**config.mk**
```make
export PLATFORM = sky130hd
export DESIGN_NAME = aqp_ebus_arbiter
export DESIGN_NICKNAME = d
export VERILOG_FILES = /design/src/rtl/aqp_ebus_arbiter.sv
export SDC_FILE = /design/constraint.sdc
export NUM_CORES = 1
export LEC_CHECK = 0
export ABC_AREA = 1
export BUFFER_PORTS_ARGS = -buffer_cell sky130_fd_sc_hd__buf_2
export CAP_MARGIN = 0
export CORE_ASPECT_RATIO = 1.4
export CORE_MARGIN = 1.5
export CORE_UTILIZATION = 61
export CTS_CLUSTER_SIZE = 25
export DETAILED_ROUTE_END_ITERATION = 7
export PLACE_DENSITY = 0.91
export RECOVER_POWER = 50
export SYNTH_ARGS = -nofsm -noshare
export SYNTH_HDL_FRONTEND = slang
export SYNTH_SLANG_ARGS = --single-unit
```
**constraint.sdc**
```tcl
create_clock -name clk -period 2.15 [get_ports clk]
set_clock_uncertainty 0.15 [all_clocks]
set_input_delay 0.1075 -clock clk [delete_from_list [all_inputs] [get_ports clk]]
set_output_delay 0.1075 -clock clk [all_outputs]
set_load 0.05 [all_outputs]
```
**src/rtl/aqp_ebus_arbiter.sv**
```systemverilog
// External Z80 bus arbiter: BUSREQ#/BUSACK# handshake with the CPU, tristate
// turnaround, and round-robin one-hot grants for the SPI master and DMA engine.
module aqp_ebus_arbiter #(
  parameter int unsigned TIMEOUT = 4096,
  parameter int unsigned TURN    = 2
) (
  input  logic       clk,
  input  logic       reset,
  input  logic       use_t80,
  input  logic       busak_n,
  output logic       busrq_n,
  input  logic [1:0] req,
  output logic [1:0] grant,
  output logic       bus_drive,
  output logic       busy,
  output logic       timeout_err,
  input  logic       err_clr
);

  typedef enum logic [2:0] {
    ST_IDLE     = 3'd0,
    ST_REQ      = 3'd1,
    ST_TURN_ON  = 3'd2,
    ST_GRANT    = 3'd3,
    ST_TURN_OFF = 3'd4,
    ST_RELEASE  = 3'd5
  } state_t;

  localparam logic [15:0] TIMEOUT_LAST = 16'(TIMEOUT - 1);
  localparam logic [15:0] TURN_LAST    = 16'(TURN - 1);

  state_t      state_r;
  logic        sel_r;
  logic        last_r;
  logic        handover_r;
  logic [15:0] wait_cnt_r;
  logic        sync1_r;
  logic        sync2_r;
  logic        busrq_n_r;
  logic [1:0]  grant_r;
  logic        bus_drive_r;
  logic        busy_r;
  logic        timeout_err_r;
  logic        busak_s;
  logic        other_s;

  // One-hot grant vector for the selected requester.
  function automatic logic [1:0] grant_of(input logic s);
    return s ? 2'b10 : 2'b01;
  endfunction

  // On a tie the requester that did not own the bus last wins.
  function automatic logic pick_sel(input logic [1:0] r, input logic last);
    return (r == 2'b11) ? ~last : r[1];
  endfunction

  assign busak_s     = use_t80 ? busak_n : sync2_r;
  assign other_s     = ~sel_r;
  assign busrq_n     = busrq_n_r;
  assign grant       = grant_r;
  assign bus_drive   = bus_drive_r;
  assign busy        = busy_r;
  assign timeout_err = timeout_err_r;

  // Two-flop synchroniser for an external Z80's BUSACK#.
  always_ff @(posedge clk or posedge reset) begin
    if (reset) begin
      sync1_r <= 1'b1;
      sync2_r <= 1'b1;
    end else begin
      sync1_r <= busak_n;
      sync2_r <= sync1_r;
    end
  end

  // Arbitration FSM with registered handshake, grant and error outputs.
  always_ff @(posedge clk or posedge reset) begin
    if (reset) begin
      state_r       <= ST_IDLE;
      sel_r         <= 1'b0;
      last_r        <= 1'b1;
      handover_r    <= 1'b0;
      wait_cnt_r    <= 16'd0;
      busrq_n_r     <= 1'b1;
      grant_r       <= 2'b00;
      bus_drive_r   <= 1'b0;
      busy_r        <= 1'b0;
      timeout_err_r <= 1'b0;
    end else begin
      // A timeout set later in this block overrides a same-cycle clear.
      if (err_clr) begin
        timeout_err_r <= 1'b0;
      end
      case (state_r)
        ST_IDLE: begin
          if (req != 2'b00) begin
            sel_r      <= pick_sel(req, last_r);
            busrq_n_r  <= 1'b0;
            wait_cnt_r <= 16'd0;
            busy_r     <= 1'b1;
            state_r    <= ST_REQ;
          end
        end
        ST_REQ: begin
          if (!busak_s) begin
            wait_cnt_r <= 16'd0;
            state_r    <= ST_TURN_ON;
          end else if (!req[sel_r]) begin
            busrq_n_r <= 1'b1;
            state_r   <= ST_RELEASE;
          end else if (wait_cnt_r == TIMEOUT_LAST) begin
            timeout_err_r <= 1'b1;
            busrq_n_r     <= 1'b1;
            state_r       <= ST_RELEASE;
          end else begin
            wait_cnt_r <= wait_cnt_r + 16'd1;
          end
        end
        ST_TURN_ON: begin
          if (wait_cnt_r == TURN_LAST) begin
            grant_r     <= grant_of(sel_r);
            bus_drive_r <= 1'b1;
            state_r     <= ST_GRANT;
          end else begin
            wait_cnt_r <= wait_cnt_r + 16'd1;
          end
        end
        ST_GRANT: begin
          if (!req[sel_r]) begin
            grant_r     <= 2'b00;
            bus_drive_r <= 1'b0;
            last_r      <= sel_r;
            wait_cnt_r  <= 16'd0;
            state_r     <= ST_TURN_OFF;
          end
        end
        ST_TURN_OFF: begin
          if (wait_cnt_r != TURN_LAST) begin
            wait_cnt_r <= wait_cnt_r + 16'd1;
          end else if (req[other_s] && !handover_r) begin
            // Hand the bus straight over without waking the CPU.
            sel_r      <= other_s;
            handover_r <= 1'b1;
            wait_cnt_r <= 16'd0;
            state_r    <= ST_TURN_ON;
          end else begin
            busrq_n_r  <= 1'b1;
            handover_r <= 1'b0;
            state_r    <= ST_RELEASE;
          end
        end
        ST_RELEASE: begin
          handover_r <= 1'b0;
          if (busak_s) begin
            busy_r  <= 1'b0;
            state_r <= ST_IDLE;
          end
        end
        default: begin
          busrq_n_r   <= 1'b1;
          grant_r     <= 2'b00;
          bus_drive_r <= 1'b0;
          busy_r      <= 1'b0;
          handover_r  <= 1'b0;
          wait_cnt_r  <= 16'd0;
          state_r     <= ST_IDLE;
        end
      endcase
    end
  end

endmodule

```
==> results of run 1 <==
-- routing by layer --
metal | global-route usage, % | wire (um)
met3 | 4.42 | 292
met2 | 55.3 | 2910
met5 | 0 | 0
met1 | 36.5 | 2190
met4 | 17.7 | 187
-- registers in the layout, summed over array words and instances (netlist names) --
name	cells
last_r	1
busy	1
wait_cnt_r	16
sync2_r	1
bus_drive	1
handover_r	1
sync1_r	1
busrq_n	1
timeout_err	1
grant	2
sel_r	1
state_r	3
-- repair_timing --
item	in CTS	in global routing
endpoints found under the hold margin	29	0
hold buffers	4	0
endpoints found under the setup margin	0	14
gates resized for setup	0	2
-- layout by cell type, fill, tap and decap left out, drive strengths merged, types with 4 or more instances in the layout --
| cell | Yosys | layout |
|---|---|---|
| nand3 | 41 | 41 |
| dfstp | 4 | 4 |
| nand2 | 144 | 144 |
| dfrtp | 26 | 26 |
| clkbuf | 2 | 9 |
| nor2 | 48 | 48 |
| dlygate4sd3 | 0 | 4 |
| buf | 7 | 13 |
| nand4 | 6 | 6 |
| xor2 | 4 | 4 |
| o21ai | 12 | 12 |
| inv | 40 | 40 |
-- tightest hold or removal path: stages --
cell and delay (ps):
buf_2 120, nand2_1 70, a31oi_1 80, o21ai_0 150
-- cells by family (layout without fill, tap and decap cells) --
logic type | after synthesis | after routing | share of synthesized area [%]
AOI/OAI and AO/OA | 23 | 23 | 6.31
buffers and inverters | 50 | 68 | 9.50
DFF | 30 | 30 | 34.4
xor gates and xnor gates | 6 | 6 | 2.39
adders and majority gates | 2 | 2 | 1.14
and+or+nand+nor | 241 | 241 | 46.3
-- layout make-up --
class | count | share of cell area (%)
multi-input combinational | 272 | 51.6
inverter | 41 | 6.38
sequential | 30 | 31.3
clock inverter | 1 | 0.207
timing repair buffer | 19 | 4.87
clock buffer | 7 | 3.58
tap | 40 | 2.07
-- path summary, 6_finish.rpt --
path | depth (start not counted) | startpoint | end | slack, ps
max reg2reg | 10 | wait_cnt_r[0]$_DFFE_PP0P_ | wait_cnt_r[8]$_DFFE_PP0P_ | 200
min in group asynchronous | 4 | reset | timeout_err$_DFF_PP0_ | 460
min reg2reg | 0 | sync1_r$_DFF_PP1_ | sync2_r$_DFF_PP1_ | 210
min | 4 | req[0] | sel_r$_DFFE_PP0P_ | 120
max in group asynchronous | 4 | reset | wait_cnt_r[4]$_DFFE_PP0P_ | 910
max | 10 | wait_cnt_r[0]$_DFFE_PP0P_ | wait_cnt_r[8]$_DFFE_PP0P_ | 200
-- metrics by stage --
step	util (%)	setup slack (ps)	instance area, sq um	std cells	power (mW)
global placement	66.8	240	2280	398	1.89
finish	70.8	201	2410	410	2.44
detailed placement	66.8	150	2280	398	1.93
CTS	70.6	139	2410	410	2.41
floorplan	-	397	2200	352	1.70
global route	70.8	25.0	2410	410	2.59
-- power by group --
part           leakage (nW)  total [mW]  internal, mW  switching (mW)
registers             0.396       0.780         0.674           0.106
logic                 0.881        1.18         0.330           0.850
clock network        0.0482       0.479         0.258           0.221
==> impl_summary.txt, run 1 <==
----------------------------------------------------
[Global route]
  Global-route wire length before repair ... between 9000 and 10000 um
  GRT Util Overall ... about a third
  Largest net degree at the start of global routing ... 31
  Number of global-route vias before repair ... 2199
  Number of antenna violations at the first check in global routing ... 0
  Remaining Overflow, GRT ... 0

[Drt]
  Drt pass-1 iters ... 5
  Final Routed Wirelength ... between 5000 and 6000 um
  Number of DRC markers after the initial detailed-route iteration ... approximately 150
  Drt wl/cell ... roughly 14 um
  DRC ... 0
  Remaining antenna violation count ... 0
  Average via count per standard cell ... 5.65
  Via count ... 2316

[Logic synthesis]
  Fraction of synthesized cell area taken by the top area cell type ... 29.6%
  Net count after synthesis ... approximately 360
  Top post-synthesis cells by area ... dfrtp_1 (30%), nand2_1 (24%), nand3_1 (8.6%)
  Post-synthesis register bit count ... 30
  Async S/R FF share, synth ... 100%
  Post-synth top area cell ... dfrtp_1
  Post-synthesis area per instance ... 6.25 sq um
  Number of different library cells in the post-synthesis netlist ... 30
  Number of synthesized flops with an enable pin ... 0
  Synthesized cell area ... about 2200 sq um
  Ranking of synthesized cells by instance count ... nand2_1 (139), nor2_1 (44), inv_1 (38), nand3_1 (38), dfrtp_1 (26)
  Synth Instances ... 352
  Top flip-flop cell by instance count after synthesis ... dfrtp_1
  Yosys warns ... 0
  Top-count cell post-synth ... nand2_1
  Seq/Total Area, Yosys ... about a third

[STA]
  Maximum clock frequency ... 513 MHz
  Worst hold slack after final layout ... ~120 ps
  Slew @ Worst Pin ... 766 ps
  Setup repair after global routing missed its margin ... false
  Final worst-path cycle share ... 90.7%
  Final Hold Violating Endpoints ... 0
  Slew headroom ... 48.9%
  Setup TNS ... 0 ps
  Count of final max-slew check failures ... 0
  Endpoints failing setup ... 0
  Period minus WS final ... between 1500 and 2000 ps

[Critical path]
  Critical path buffers and inverters ... 1
  Most used cell along the critical path ... nand2_1
  Largest delay share family, worst path ... simple AND/OR/NAND/NOR gates
  Worst Setup Path Type ... register to register
  Arrival time at the worst endpoint ... 2020 ps
  Critical Path RT ... 2220 ps
  Critical Path End Type ... register
  Slowest stage delay, CP ... 450 ps
  Startpoint type of the worst setup path ... register
  Critical Path, Cell by Cell ... ha_1 -> nand2_1 -> nor2_2 -> nand2_1 -> inv_1 -> nand2_2 -> a21oi_2 -> nor2_4 -> nand2_1 -> nand2_1
  CP Max Fanout ... 16
  Slowest-stage cell, CP ... dfrtp_1

[Die]
  Floorplan die area ... between 3000 and 4000 sq um
  Count of pins on the block boundary ... 13
  Std-Cell Rows ... 25
  Floorplan Core Area ... 3410 sq um
  Y dimension of the die ... about 74 um
  Starting utilization of the core area ... 64.5%
  Horizontal extent of the die ... 53.8 um

[Worst hold path]
  Min-delay worst type ... primary input to register

[Run status]
  Result of the run ... complete, no violations

[Place]
  RD Place Congestion ... 0.909
  DP Wirelength ... 3950 um
  Number of input and output port buffers inserted ... 12

[Cells and area]
  Area growth syn-to-layout ... 9.73%
  Ant diodes ... 0
  Layout cell share with drive strength beyond 1 ... 10.8%
  Sequential cell area ... about 760 sq um
  Filler cell count in the final layout ... about 290
  Total area of multi-input combinational cells ... 1240 sq um
  Net count reported at finish ... roughly 380

[CTS]
  CTS tree ... done
  Buffer depth of the longest clock path ... 2
  Later-pin clock latency in the skew report ... 290 ps
  Clock sink count ... 30
  Clock buffer count from CTS ... 5
  Post-CTS Setup Inserts ... 0
  H-Tree Depth ... 2
  Clock transition at path regs ... 70 ps
  Clock Root Buffer ... clkbuf_8

[Run]
  Max-capacitance violation count ... 0

[Pwr]
  Worst vdd rail ir drop ... 0.893 mV
  LEAKAGE ... 1.33 nW
  Power per Cell Area ... 1010 nW/um^2

----------------------------------------------------
No activity file was read; power rests on OpenSTA's default activity.
==> run 2: changes to the inputs <==
--- a/config.mk
+++ b/config.mk
@@ -10,11 +10,12 @@
 export CAP_MARGIN = 0
 export CORE_ASPECT_RATIO = 1.4
 export CORE_MARGIN = 1.5
-export CORE_UTILIZATION = 61
+export CORE_UTILIZATION = 43
 export CTS_CLUSTER_SIZE = 25
 export DETAILED_ROUTE_END_ITERATION = 7
-export PLACE_DENSITY = 0.91
+export PLACE_DENSITY = 0.71
 export RECOVER_POWER = 50
+export SETUP_SLACK_MARGIN = 0.3
 export SYNTH_ARGS = -nofsm -noshare
 export SYNTH_HDL_FRONTEND = slang
 export SYNTH_SLANG_ARGS = --single-unit
==> run 2 against run 1 <==
  * Critical endpoint is now wait_cnt_r[0]$_DFFE_PP0P_
  * First-iteration DRC count down 39%
  * Global-route usage down 9.5 points
  * Setup slack better by 110 ps
  * Count of clock-buffer cells in the layout unchanged
  * Highest routed layer unchanged
  * Sequential share of layout area down 2.4 points
  * Register-to-register slack better by 110 ps
  * Total power up 8.5%
  * Flip-flop and latch count unchanged
==> impl_summary.txt, run 2 (synthesized netlist as in run 1, its figures left out) <==
----------------------------------------------------
[Run status]
  Result of the run ... complete, no violations

[Pwr]
  Internal Pwr Total ... 1.39 mW (+10%)
  Share of total power in the clock network ... 18.3% (-1.3 points)
  Logic pwr share ... 52.5% (+4.1 points)
  Fraction of power spent switching nets ... 47.3% (-0.89 points)
  Worst vdd rail ir drop ... 0.826 mV (-7.5%)
  Power share of the sequential group ... 29.3% (-2.7 points)
  Power spent charging and discharging nets ... 1.25 mW (+6.5%)
  Power per Cell Area ... 1010 nW/um^2 (-0.40%)
  LEAKAGE ... 1.39 nW (+5.1%)

[Drt]
  Drt wl/cell ... 12.4 um (-9.1%)
  Via count ... 2301 (-0.65%)
  Number of DRC markers after the initial detailed-route iteration ... 89 (-39%)
  Drt pass-1 iters ... 5 (unchanged)
  Final Routed Wirelength ... 5500 um (-1.4%)
  DRC ... 0 (unchanged)
  Remaining antenna violation count ... 0 (unchanged)
  Average via count per standard cell ... 5.17 (-8.5%)

[Global route]
  Grt met3 use ... 2.96% (-1.5 points)
  Routing layer with the top usage in global route ... met2
  Number of global-route vias before repair ... 2261 (+2.8%)
  Met1 track demand over resource in global routing ... 23.0% (-13 points)
  Met2 Use GR ... 42.8% (-13 points)
  Largest net degree at the start of global routing ... 31 (unchanged)
  Number of antenna violations at the first check in global routing ... 0 (unchanged)
  Global-route wire length before repair ... 9780 um (+3.9%)
  GRT Util Overall ... 22.3% (-9.5 points)
  Remaining Overflow, GRT ... 0 (unchanged)

[Worst hold path]
  Worst hold endpoint ... sel_r$_DFFE_PP0P_
  Hold Path Cell Cnt ... 4 (unchanged)
  Launch instance of the worst min-delay path ... req[0]
  Min-delay worst type ... primary input to register

[Critical path]
  Arrival time at the worst endpoint ... 1860 ps (-160 ps)
  Critical Path, Cell by Cell ... ha_2 -> nand2_2 -> nor2_4 -> nand2_2 -> inv_2 -> nand2_4 -> a21oi_4 -> nor2_4 -> buf_12 -> nand2_1 -> nand2_1
  Worst r2r dst ... wait_cnt_r[0]$_DFFE_PP0P_
  Worst Setup Path Type ... register to register
  Reg-to-reg setup timing slack ... 310 ps (+110 ps)
  Critical path buffers and inverters ... 2 (+1)
  Slowest stage delay, CP ... 430 ps (-20 ps)
  CP Max Fanout ... 16 (unchanged)
  Startpoint type of the worst setup path ... register
  Critical Path RT ... 2170 ps (-50 ps)
  Largest delay share family, worst path ... simple AND/OR/NAND/NOR gates
  R2r startpoint ... wait_cnt_r[1]$_DFFE_PP0P_
  FF-to-FF path depth ... 11 (+1)
  Critical Path End Type ... register
  Slowest-stage cell, CP ... dfrtp_1

[Die]
  Starting utilization of the core area ... 45.1% (-19 points)
  Y dimension of the die ... 87.6 um (+18%)
  Floorplan Core Area ... 4880 sq um (+43%)
  Count of pins on the block boundary ... 13 (unchanged)
  Std-Cell Rows ... 30 (+20%)
  Horizontal extent of the die ... 63.4 um (+18%)
  Floorplan die area ... 5560 sq um (+40%)

[Cells and area]
  Most frequent standard cell in the layout excluding fill and tap cells ... nand2_1
  Sequential cell area ... 759 sq um (+0.50%)
  Biggest register ... wait_cnt_r
  Layout cell share with drive strength beyond 1 ... 19.9% (+9.1 points)
  Final design instance area without fill ... 2630 sq um (+9.0%)
  Final Core Density ... 53.9% (-17 points)
  Total area of multi-input combinational cells ... 1320 sq um (+6.0%)
  Ant diodes ... 0 (unchanged)
  Area growth syn-to-layout ... 19.6%
  Filler cell count in the final layout ... 489 (+70%)
  Number of flip-flops under the largest register name ... 16 (unchanged)
  Highest-count cells in the layout ignoring fill and taps ... nand2_1 (129), nand3_1 (38), nor2_1 (37), inv_1 (34), dfrtp_1 (23)
  Net count reported at finish ... 389 (+2.9%)

[STA]
  Final worst-path cycle share ... 85.5% (-5.1 points)
  Setup TNS ... 0 ps (unchanged)
  Final Hold Violating Endpoints ... 0 (unchanged)
  Setup repair after global routing missed its margin ... true
  Maximum clock frequency ... 544 MHz (+6.0%)
  Endpoints failing setup ... 0 (unchanged)
  Count of final max-slew check failures ... 0 (unchanged)
  Final worst setup slack ... 311 ps (+110 ps)
  Slew headroom ... 50.3% (+1.4 points)
  Period minus WS final ... 1840 ps (-110 ps)
  Worst hold slack after final layout ... 118 ps (-2.87 ps)
  Slew @ Worst Pin ... 745 ps (-21.1 ps)

[Place]
  Placed instance area ... 2320 sq um (+2.0%)
  DP Wirelength ... 3960 um (+0.20%)
  Number of input and output port buffers inserted ... 12 (unchanged)
  RD Place Congestion ... 0.945 (+4.0%)
  Placement Setup Slack ... 186 ps (+36.3 ps)

[CTS]
  H-Tree Depth ... 2 (unchanged)
  CTS tree ... done
  Clock buffer count from CTS ... 5 (unchanged)
  Clock Root Buffer ... clkbuf_8
  Clock sink count ... 30 (unchanged)
  Later-pin clock latency in the skew report ... 290 ps (about the same)
  Clock transition at path regs ... 60 ps (about the same)
  Buffer depth of the longest clock path ... 2 (unchanged)

[Run]
  Max-capacitance violation count ... 0 (unchanged)

----------------------------------------------------
-- run 2: what timing repair did --
item                                    in CTS  in global routing
endpoints found under the setup margin      19                 25
setup buffers                                3                  6
pin swaps                                    3                  5
endpoints found under the hold margin       29                  0
hold buffers                                 4                  0
resized for setup                            9                 26
-- run 2: layout make-up --
| class | instances | share of cell area [%] |
|---|---|---|
| clock inverter | 1 | 0.190 |
| multi-input combinational | 272 | 50.2 |
| clock buffer | 7 | 3.28 |
| inverter | 41 | 6.33 |
| tap | 64 | 3.04 |
| sequential | 30 | 28.9 |
| timing repair buffer | 30 | 8.09 |
-- run 2: through the flow --
stage / power (mW) / std cells
CTS: 2.54 / 439
floorplan: 1.70 / 352
finish: 2.65 / 445
detailed placement: 1.94 / 424
global route: 2.84 / 445
global placement: 1.91 / 424
-- run 2: how the worst max path moves through the flow --
stage	cells after the start	start	slack [ps]	end
6_report	11	wait_cnt_r[1]$_DFFE_PP0P_	310	wait_cnt_r[0]$_DFFE_PP0P_
2_1_floorplan	11	wait_cnt_r[0]$_DFFE_PP0P_	400	wait_cnt_r[10]$_DFFE_PP0P_
3_3_place_gp	9	state_r[0]$_DFFE_PP0P_	210	wait_cnt_r[6]$_DFFE_PP0P_
3_5_place_dp	11	wait_cnt_r[0]$_DFFE_PP0P_	190	wait_cnt_r[6]$_DFFE_PP0P_
4_1_cts	11	wait_cnt_r[0]$_DFFE_PP0P_	300	wait_cnt_r[0]$_DFFE_PP0P_
5_1_grt	11	wait_cnt_r[1]$_DFFE_PP0P_	180	wait_cnt_r[12]$_DFFE_PP0P_
-- run 2: power by group through the flow --
stage                     sequential (mW)  combinational (mW)  clock [mW]
after floorplan                     0.850               0.847           0
after global placement              0.763                1.15           0
after detailed placement            0.767                1.17           0
after CTS                           0.762                1.29       0.482
after global routing                0.787                1.55       0.505
final                               0.775                1.39       0.484
-- run 2: worst reg2reg max path: stages, from the launching register on --
cell	delay, ps
dfrtp_1	430
ha_2	230
nand2_2	70
nor2_4	160
nand2_2	80
inv_2	80
nand2_4	60
a21oi_4	170
nor2_4	50
buf_12	140
nand2_1	70
nand2_1	50
-- run 2: layer usage --
layer,wire length [um],vias up
li1,-,1155
met1,2210,1082
met2,2950,48
met3,187,16
met4,154,0
met5,0,-
